===== src/rtl/riscv_pkg.sv =====
`default_nettype none
// +----------------------------------------------------------------------+
// | riscv_pkg: shared constants and pipeline-register types               |
// | Rev 1.0                                                               |
// +----------------------------------------------------------------------+
package riscv_pkg;

  localparam int unsigned XLEN = 32;
  localparam logic [XLEN-1:0] NOP_INST = 32'h0000_0013;
  localparam logic [XLEN-1:0] RESET_PC_DEFAULT = 32'h0000_0000;

  typedef struct packed {
    logic [XLEN-1:0] pc;
    logic [XLEN-1:0] pc4;
    logic [XLEN-1:0] inst;
    logic            valid;
  } ifid_t;

endpackage : riscv_pkg
`default_nettype wire


===== src/rtl/if_id_reg.sv =====
`default_nettype none
// +----------------------------------------------------------------------+
// | if_id_reg: pipeline register with flush > hold > load priority        |
// | Rev 1.0                                                               |
// +----------------------------------------------------------------------+
module if_id_reg
  import riscv_pkg::*;
#(
  parameter logic [XLEN-1:0] NOP_INST_P = NOP_INST
) (
  input  logic  clk,
  input  logic  rst_n,
  input  logic  hold_i,
  input  logic  flush_i,
  input  ifid_t load_i,
  output ifid_t ifid_o
);

  ifid_t bubble;
  ifid_t ifid_q;
  ifid_t ifid_d;

  assign bubble = '{pc: '0, pc4: '0, inst: NOP_INST_P, valid: 1'b0};

  always_comb begin
    ifid_d = load_i;
    if (flush_i) begin
      ifid_d = bubble;
    end else if (hold_i) begin
      ifid_d = ifid_q;
    end
  end

  always_ff @(posedge clk) begin
    if (!rst_n) begin
      ifid_q <= bubble;
    end else begin
      ifid_q <= ifid_d;
    end
  end

  assign ifid_o = ifid_q;

endmodule : if_id_reg
`default_nettype wire


===== src/rtl/if_fetch_stage.sv =====
`default_nettype none
// +----------------------------------------------------------------------+
// | if_fetch_stage: PC register, next-PC selection and IF/ID capture      |
// | Rev 1.0                                                               |
// +----------------------------------------------------------------------+
module if_fetch_stage
  import riscv_pkg::*;
#(
  parameter logic [31:0] RESET_PC = RESET_PC_DEFAULT,
  parameter logic [31:0] NOP_INST = riscv_pkg::NOP_INST
) (
  input  logic        clk,
  input  logic        rst_n,
  input  logic        stall,
  input  logic        redirect,
  input  logic [31:0] redirect_pc,
  output logic [31:0] imem_addr,
  input  logic [31:0] imem_data,
  output logic [31:0] pc,
  output logic [31:0] ifid_pc,
  output logic [31:0] ifid_pc4,
  output logic [31:0] ifid_inst,
  output logic        ifid_valid
);

  logic [31:0] pc_q;
  logic [31:0] pc_d;
  logic [31:0] pc_plus4;
  ifid_t       ifid_load;
  ifid_t       ifid;
  logic        unused_redirect_lsb;

  // Targets are word aligned; the byte-offset bits carry no meaning here.
  assign unused_redirect_lsb = ^redirect_pc[1:0];

  assign pc_plus4 = pc_q + 32'd4;

  always_comb begin
    pc_d = pc_q;
    if (redirect) begin
      pc_d = {redirect_pc[31:2], 2'b00};
    end else if (!stall) begin
      pc_d = pc_plus4;
    end
  end

  always_ff @(posedge clk) begin
    if (!rst_n) begin
      pc_q <= RESET_PC;
    end else begin
      pc_q <= pc_d;
    end
  end

  assign ifid_load = '{pc: pc_q, pc4: pc_plus4, inst: imem_data, valid: 1'b1};

  if_id_reg #(
    .NOP_INST_P (NOP_INST)
  ) u_if_id_reg (
    .clk     (clk),
    .rst_n   (rst_n),
    .hold_i  (stall),
    .flush_i (redirect),
    .load_i  (ifid_load),
    .ifid_o  (ifid)
  );

  assign imem_addr  = {2'b00, pc_q[31:2]};
  assign pc         = pc_q;
  assign ifid_pc    = ifid.pc;
  assign ifid_pc4   = ifid.pc4;
  assign ifid_inst  = ifid.inst;
  assign ifid_valid = ifid.valid;

endmodule : if_fetch_stage
`default_nettype wire


===== config.mk =====
export PLATFORM = sky130hd
export DESIGN_NAME = if_fetch_stage
export DESIGN_NICKNAME = d
export VERILOG_FILES = /design/src/rtl/riscv_pkg.sv /design/src/rtl/if_id_reg.sv /design/src/rtl/if_fetch_stage.sv
export SDC_FILE = /design/constraint.sdc
export NUM_CORES = 1
export LEC_CHECK = 0
export ABC_AREA = 1
export CAP_MARGIN = 15
export CORE_ASPECT_RATIO = 0.8
export CORE_MARGIN = 2
export CORE_UTILIZATION = 40
export DETAILED_ROUTE_END_ITERATION = 10
export GPL_TIMING_DRIVEN = 0
export PLACE_DENSITY = 0.76
export SLEW_MARGIN = 15
export SYNTH_ARGS = -nofsm -noshare
export SYNTH_HDL_FRONTEND = slang
export SYNTH_SLANG_ARGS = --single-unit

===== constraint.sdc =====
create_clock -name clk -period 2.67 [get_ports clk]
set_input_delay 0.6675 -clock clk [delete_from_list [all_inputs] [get_ports clk]]
set_output_delay 0.6675 -clock clk [all_outputs]
set_load 0.02 [all_outputs]

==> results.txt, run 1 <==
The number of buffers inserted by hold repair at cts is 0. The placed instance count came out at 1122. The core region area is 13000 um2.

Of the total power, registers draw 37.4%. The post-synthesis average cell area came out at 7.41 um2. The number of synthesized register bits came out at 123. The maximum clock insertion buffer count came out at 2.

The launch point of the worst hold path is u_if_id_reg.ifid_o[42]$_SDFFE_PP0N_. The fraction of met3 tracks used by global routing is 9.37%. Once the clock tree was built, the setup fixing pass inserted 0 buffers. Combinational cells account for 12.4% of the total power. The ratio of final minimum period to clock period is 92.1%. The floorplan die area came out at 14400 um2. The number of antenna diodes is 0.

The power per cell area came out at 627 nW/um2. The worst reg2reg path endpoint is u_if_id_reg.ifid_o[45]$_SDFFE_PP0N_. The worst setup path is launched from a flip-flop. After clock tree synthesis, the clock-pin slew on the worst setup and hold paths is 0.06 ns. The number of cells in the finished layout apart from fillers is 1154. The die boundary width is 133 um. The worst-margin pin slew came out at 0.605 ns. The via density per instance is 4.85. The tool flagged a number of max-cap violations equal to 0. The number of slew-limit violations in the final report came out at 0. TritonCTS built the clock tree. The worst voltage drop across the vdd grid is 0.416 mV. The worst setup path is of the reg2out kind.

The tightest min-delay check is of the reg2reg type. Along the worst path, the maximum fanout reaches 9. The global-route met1 utilization came out at 32.2%.

The internal power component came out at 4.01 mW. The clock network accounts for 50.2% of the total power. The number of input and output port buffers inserted came out at 216. The cell count after synthesis came out at 724. For hold timing, the worst endpoint is u_if_id_reg.ifid_o[42]$_SDFFE_PP0N_. Summed over all nets, the switching power comes to 1.29 mW. The worst pin sits at a relative slew slack of 59.7%.

Dividing the detail-routed wire length by the instance count gives 15.7 um. Timing would allow up to 407 MHz. Subtracting the final worst setup slack from the clock period gives 2.46 ns. Across the routed clock network, the largest skew measured is 0.00734 ns. The number of antenna violations at the first check in global routing is 0. The number of clock buffers added by TritonCTS is 17. Traced cell by cell, the critical path runs through buf_4 -> clkdlybuf4s50_1. The initial detailed-routing violation count came out at 381.

Pin placement for this block handled 229 I/O pins. Counting every sink on the clock net gives 123. The wire length after detailed routing is 18200 um.

The later-pin clock latency in the skew report came out at 0.42 ns. The area growth from synthesis to layout came out at 57.6%. Setup repair after global routing left no endpoint under its margin. The worst register-to-register path begins at pc[2]$_SDFFE_PN0P_.

The share of the core filled with cells in the final layout is 65.2%. STA puts the critical path data arrival time at 1.79 ns. The highest cell delay on the worst timing path is 0.60 ns. Clock tree synthesis selected as its root buffer the cell sky130_fd_sc_hd__clkbuf_16.

The switching portion of total power is 24.4%. The total standard cell area after synthesis is 5370 um2. The maximum number of pins on one net before global-route repair came out at 17. The number of gates resized after cts came out at 0. The total number of nets in the final design came out at 1035. The via count of the first global-routing pass came out at 5354. The layer flagged by global routing as most heavily used is met2. The die height is 108 um. CTS built an H-tree with a depth of 4. The top cell types in the final layout, fill and taps aside, are sky130_fd_sc_hd__nand2_1, sky130_fd_sc_hd__clkdlybuf4s50_1, sky130_fd_sc_hd__dfxtp_1, sky130_fd_sc_hd__inv_1, sky130_fd_sc_hd__buf_4. For this run, the register share of the synthesized area comes to 45.9%. The HPWL after detailed placement is 13600 um. The placer congestion estimate came out at 0.964.

The number of different library cells used by synthesis comes to 29. After detailed routing, the number of remaining DRC violations is 0. The met2 routing resource usage after global routing is 39.8%. The standby leakage power is 3.64 nW. The detailed-routing iteration count for the pre-antenna-repair pass came out at 7. The depth of the worst register-to-register path is 8. For this run, the total global-route usage over all layers was measured as 25.2%. The flow ran to the end, and the final reports show no timing, DRC or antenna violations. The reg-to-reg setup timing slack came out at 0.92 ns.

The first-pass GRT wire length is 28200 um. The final hold violation count was 0. The layout cell share with drive strength beyond 1 is 12.0%. The initial standard-cell utilization of the core is 41.4%. The row count came out at 37. The setup TNS is 0 ns. For this design, the slowest cell found on the critical path is sky130_fd_sc_hd__dfxtp_1. The post-detailed-route count of antenna-violating nets came out at 0. During synthesis, Yosys emitted a total of 0 warnings. Leaving out fill and tap cells, the most frequent cell in the layout is sky130_fd_sc_hd__nand2_1. Along the worst hold path, the cell count comes to 2.

Summed over all layers, the global routing overflow is 0. For the worst setup path, the data required time is 2.00 ns. The total of fill cells in the finished design came out at 1143. Across all layers, the routed design uses 5601 vias.

The total setup violations reported at the end of the flow is 0. The endpoint class of the critical path is a primary output.
==> layer usage <==
| layer | wire length [um] | part of all wire (%) | vias up |
|---|---|---|---|
| met3 | 1840 | 10 | 18 |
| met2 | 8140 | 45 | 252 |
| met5 | 0 | 0 | - |
| met1 | 7890 | 43 | 2560 |
| met4 | 278 | 1.5 | 0 |
| li1 | - | - | 2771 |
==> area by class of cell <==
type / instances / area, um2 / area share (%)
multi-input cells: 487 / 2300 / 27.3
clock inverters: 14 / 243 / 2.87
plain buffers: 69 / 429 / 5.08
inverters: 52 / 195 / 2.31
well taps: 175 / 219 / 2.59
clock buffers: 18 / 439 / 5.19
flip-flops and latches: 123 / 2460 / 29.1
repair buffers: 216 / 2160 / 25.6
==> flip-flops by register name (all words and copies together) (netlist names) <==
| signal | count |
|---|---|
| pc | 30 |
| u_if_id_reg.ifid_o | 93 |
==> worst max-delay path, delay by kind of cell (launching register included) <==
| family | cells | cell delay [ns] |
|---|---|---|
| flip-flops | 1 | 0.60 |
| buffers and inverters | 2 | 0.77 |
==> power by group through the flow <==
stage               clock network [mW]  logic, mW  registers, mW
floorplan                            0      0.250           2.07
global placement                     0      0.647           2.02
detailed placement                   0      0.653           2.02
CTS                               2.67      0.656           1.98
global route                      2.76      0.698           1.99
finish                            2.66      0.655           1.98
==> worst max-delay path by stage <==
stage                        startpoint                             endpoint  slack [ns]  cells past startpoint
global route        pc[12]$_SDFFE_PN0P_                               pc[12]        0.15                      2
finish              pc[12]$_SDFFE_PN0P_                               pc[12]        0.21                      2
CTS                 pc[12]$_SDFFE_PN0P_                               pc[12]        0.23                      2
floorplan            pc[3]$_SDFFE_PN0P_                  pc[28]$_SDFFE_PN0P_        1.13                      8
global placement               redirect  u_if_id_reg.ifid_o[51]$_SDFFE_PP0N_        0.42                      8
detailed placement             redirect  u_if_id_reg.ifid_o[49]$_SDFFE_PP0N_        0.40                      8
==> stage by stage <==
stage / area [um2] / hold WS, ns / power (mW) / setup slack, ns
floorplan: 5390 / 0.527 / 2.32 / 1.13
global route: 8450 / 0.469 / 5.45 / 0.151
global placement: 7770 / 0.436 / 2.66 / 0.420
finish: 8450 / 0.453 / 5.30 / 0.210
CTS: 8450 / 0.455 / 5.31 / 0.228
detailed placement: 7770 / 0.440 / 2.67 / 0.397
==> cells in the mapped netlist <==
cell type,instances,share of area [%]
sky130_fd_sc_hd__nand2_1,268,19
sky130_fd_sc_hd__dfxtp_1,123,46
sky130_fd_sc_hd__inv_1,48,3.4
sky130_fd_sc_hd__buf_4,42,5.9
sky130_fd_sc_hd__nor2_1,40,2.8
sky130_fd_sc_hd__nand3_1,37,3.5
sky130_fd_sc_hd__a21oi_1,33,3.1
sky130_fd_sc_hd__o21ai_0,29,2.7
sky130_fd_sc_hd__a32oi_1,20,3.3
sky130_fd_sc_hd__clkbuf_1,17,1.2
sky130_fd_sc_hd__buf_2,10,0.93
sky130_fd_sc_hd__nor2_2,7,0.82
sky130_fd_sc_hd__a22oi_1,6,0.84
sky130_fd_sc_hd__nand2_2,6,0.70
sky130_fd_sc_hd__nor2_4,6,1.3
sky130_fd_sc_hd__a22o_1,4,0.65
sky130_fd_sc_hd__inv_2,4,0.28
sky130_fd_sc_hd__o21ai_1,4,0.37
sky130_fd_sc_hd__nand2_4,3,0.63
sky130_fd_sc_hd__nand3_2,3,0.56
sky130_fd_sc_hd__nand4_1,3,0.35
sky130_fd_sc_hd__nor2_8,2,0.75
sky130_fd_sc_hd__o211ai_1,2,0.28
sky130_fd_sc_hd__xor2_1,2,0.33
sky130_fd_sc_hd__a22o_2,1,0.19
sky130_fd_sc_hd__conb_1,1,0.070
sky130_fd_sc_hd__ha_1,1,0.23
sky130_fd_sc_hd__o211ai_2,1,0.23
sky130_fd_sc_hd__o311ai_1,1,0.16
==> cell families after synthesis <==
logic type,count (synthesis),synth area share [%]
other,1,0.0699
AO/OA/AOI/OAI,101,11.8
XOR/XNOR,2,0.327
AND/OR/NAND/NOR,375,30.1
buffers and inverters,121,11.6
adder cells (fa/ha/maj),1,0.233
flip-flops,123,45.9
No activity file was read; power rests on OpenSTA's default activity.
==> run 2: changes to the inputs <==
--- a/config.mk
+++ b/config.mk
@@ -12,7 +12,7 @@
 export CORE_UTILIZATION = 40
 export DETAILED_ROUTE_END_ITERATION = 10
 export GPL_TIMING_DRIVEN = 0
-export PLACE_DENSITY = 0.76
+export PLACE_DENSITY = 0.8
 export SLEW_MARGIN = 15
 export SYNTH_ARGS = -nofsm -noshare
 export SYNTH_HDL_FRONTEND = slang
==> run 2 against run 1 <==
Sequential share of layout area is 0.13 points higher. Register-to-register slack better by 0.05 ns. Combinational power hardly changed. Via count stayed put. Worst hold slack hardly changed. Clock-buffer cell count is 1 higher. Fmax is 1.7% higher. Non-clock buffer count stayed put.
==> results.txt, run 2 (synthesis results as in run 1) <==
The final hold violation count came out at 0. The arrival time at the worst endpoint came out at 1.75 ns. Prior to clock tree synthesis, the placed netlist has a worst setup slack of 0.425 ns. The first-pass GRT wire length is 28200 um. The setup TNS is 0 ns. TritonCTS built the clock tree.

The via density per instance came out at 4.85. For the worst setup path, the data required time is 2.00 ns. The later-pin clock latency in the skew report is 0.41 ns. The maximum level of the CTS H-tree came out at 4. The final route contains 5601 vias. The post-CTS setup repair buffer count is 0.

The share of the core filled with cells in the final layout came out at 64.9%. The total overflow reported by the global router is 0. In this run the critical register-to-register path is launched from pc[3]$_SDFFE_PN0P_. Among cell families on the critical path, the largest total delay comes from buffers and inverters. The die covers 14400 um2. After layout, the worst setup slack is 0.252 ns.

The largest fanout of any net on the critical path is 9. The placer congestion estimate came out at 0.945. The total routing usage reported by global routing came out at 25.4%.

The initial standard-cell utilization of the core is 41.4%. The placed instance count is 1122. The library cell used most frequently in the layout, excluding fill and tap cells, is sky130_fd_sc_hd__nand2_1.

The core region area is 13000 um2. Setup violations remaining at the end of the flow were counted as 0. In the final layout, the share of cells above drive strength 1 is 12.0%. The post-route clock skew came out at 0.0125 ns. The detailed-route wire length per cell is 15.6 um. The reported max-cap violation count is 0. The tightest min-delay check is of the reg2reg type.

The setup check on the worst reg-to-reg path leaves a slack of 0.97 ns. The run finished with clean final reports. The number of slew-limit violations in the final report was 0. The maximum number of pins on one net before global-route repair came out at 17. The worst register-to-register path ends at u_if_id_reg.ifid_o[45]$_SDFFE_PP0N_. The critical path is of the reg2out type. The overall power consumption is 5.13 mW. The count of nets left with antenna violations once routing finished came out at 0. STA classifies the critical path endpoint as a primary output.

The depth of the worst register-to-register path came out at 8. The clock net in this run drives a total of 123 sinks. The row count came out at 37. The highest cell delay on the worst timing path came out at 0.59 ns.

The total number of nets in the final design came out at 1035. The total stage count of the critical path is 2. The maximum clock frequency came out at 414 MHz. The instance area at placement is 7770 um2. The DRC violation count after routing came out at 0. The worst hold slack is 0.453 ns. The area growth from synthesis to layout came out at 56.9%. The standby leakage power came out at 3.63 nW. The worst hold path begins at u_if_id_reg.ifid_o[53]$_SDFFE_PP0N_. The I/O pin count is 229. The most critical setup path has its endpoint at pc[12]. The via count of the first global-routing pass is 5284. The tree is rooted in a sky130_fd_sc_hd__clkbuf_16. Dividing total power by cell area gives a power density of 609 nW/um2. The wire length after detailed routing came out at 18000 um. Counting the buffers created by CTS gives 17.

On the critical path, the stage with the largest delay is an instance of sky130_fd_sc_hd__clkdlybuf4s50_1. The first routing iteration left 428 violations. The detailed-routing iteration count for the pre-antenna-repair pass came out at 6.

The number of gates resized after cts is 0. The maximum clock insertion buffer count came out at 2. STA classifies the critical path startpoint as a flip-flop. Measured against its own limit, the worst slew margin works out to 56.2%.

The number of antenna diodes came out at 0. The post-layout minimum cycle time came out at 2.42 ns. The number of flip-flops under the largest register name is 93. The die boundary width came out at 133 um. The number of cells in the finished layout apart from fillers came out at 1154. The number of input and output port buffers inserted came out at 216. The number of antenna violations at the first check in global routing came out at 0. Counting both buffers and inverters, the worst setup path holds a total of 2.

In this run the worst setup path begins at pc[12]$_SDFFE_PN0P_. VDD sags by at most 0.457 mV. The CTS clock-pin slew for the worst setup and hold paths is 0.06 ns. Walking the worst path, the cells encountered are buf_4 -> clkdlybuf4s50_1. Setup repair after global routing left no endpoint under its margin. The post-layout instance area is 8420 um2. The wire-length estimate of the detail-placed layout is 13500 um.

The worst-margin pin slew came out at 0.658 ns. The number of buffers inserted by hold repair at cts is 0. The top cell types in the final layout, fill and taps aside, are sky130_fd_sc_hd__nand2_1, sky130_fd_sc_hd__clkdlybuf4s50_1, sky130_fd_sc_hd__dfxtp_1, sky130_fd_sc_hd__inv_1, sky130_fd_sc_hd__buf_4.

The die is 108 um tall. The ratio of final minimum period to clock period is 90.6%.
run 2: where the power goes:
part / internal, mW / switching (mW) / leakage [nW]
clock: 1.62 / 0.871 / 0.309
sequential: 1.90 / 0.0834 / 1.00
combinational: 0.327 / 0.328 / 2.32
total: 3.84 / 1.28 / 3.63
run 2: area by class of cell:
class | count | area, um2
buffer | 69 | 429
clock buffer | 19 | 453
clock inverter | 13 | 193
fill | 1139 | 4540
inverter | 52 | 195
multi-input combinational | 487 | 2300
sequential | 123 | 2460
tap | 175 | 219
timing repair buffer | 216 | 2160
run 2: per-layer routing:
layer	track usage (%)	wire length, um	up-vias
met5	0	0	-
li1	-	-	2772
met2	40.9	8390	235
met4	7.52	236	0
met1	32.5	7650	2573
met3	8.52	1760	21
run 2: worst min-delay path, cell delays in order, from the launching register on:
cell	delay (ns)
sky130_fd_sc_hd__dfxtp_1	0.31
sky130_fd_sc_hd__nand2_1	0.06
sky130_fd_sc_hd__nand2_1	0.04
run 2: worst min-delay path by stage:
stage                                               end  slack, ns  cells past startpoint
detailed placement  u_if_id_reg.ifid_o[77]$_SDFFE_PP0N_       0.44                      2
finish              u_if_id_reg.ifid_o[53]$_SDFFE_PP0N_       0.45                      2
floorplan           u_if_id_reg.ifid_o[44]$_SDFFE_PP0N_       0.53                      2
global placement    u_if_id_reg.ifid_o[39]$_SDFFE_PP0N_       0.44                      2
global route        u_if_id_reg.ifid_o[60]$_SDFFE_PP0N_       0.47                      2
CTS                 u_if_id_reg.ifid_o[77]$_SDFFE_PP0N_       0.46                      2
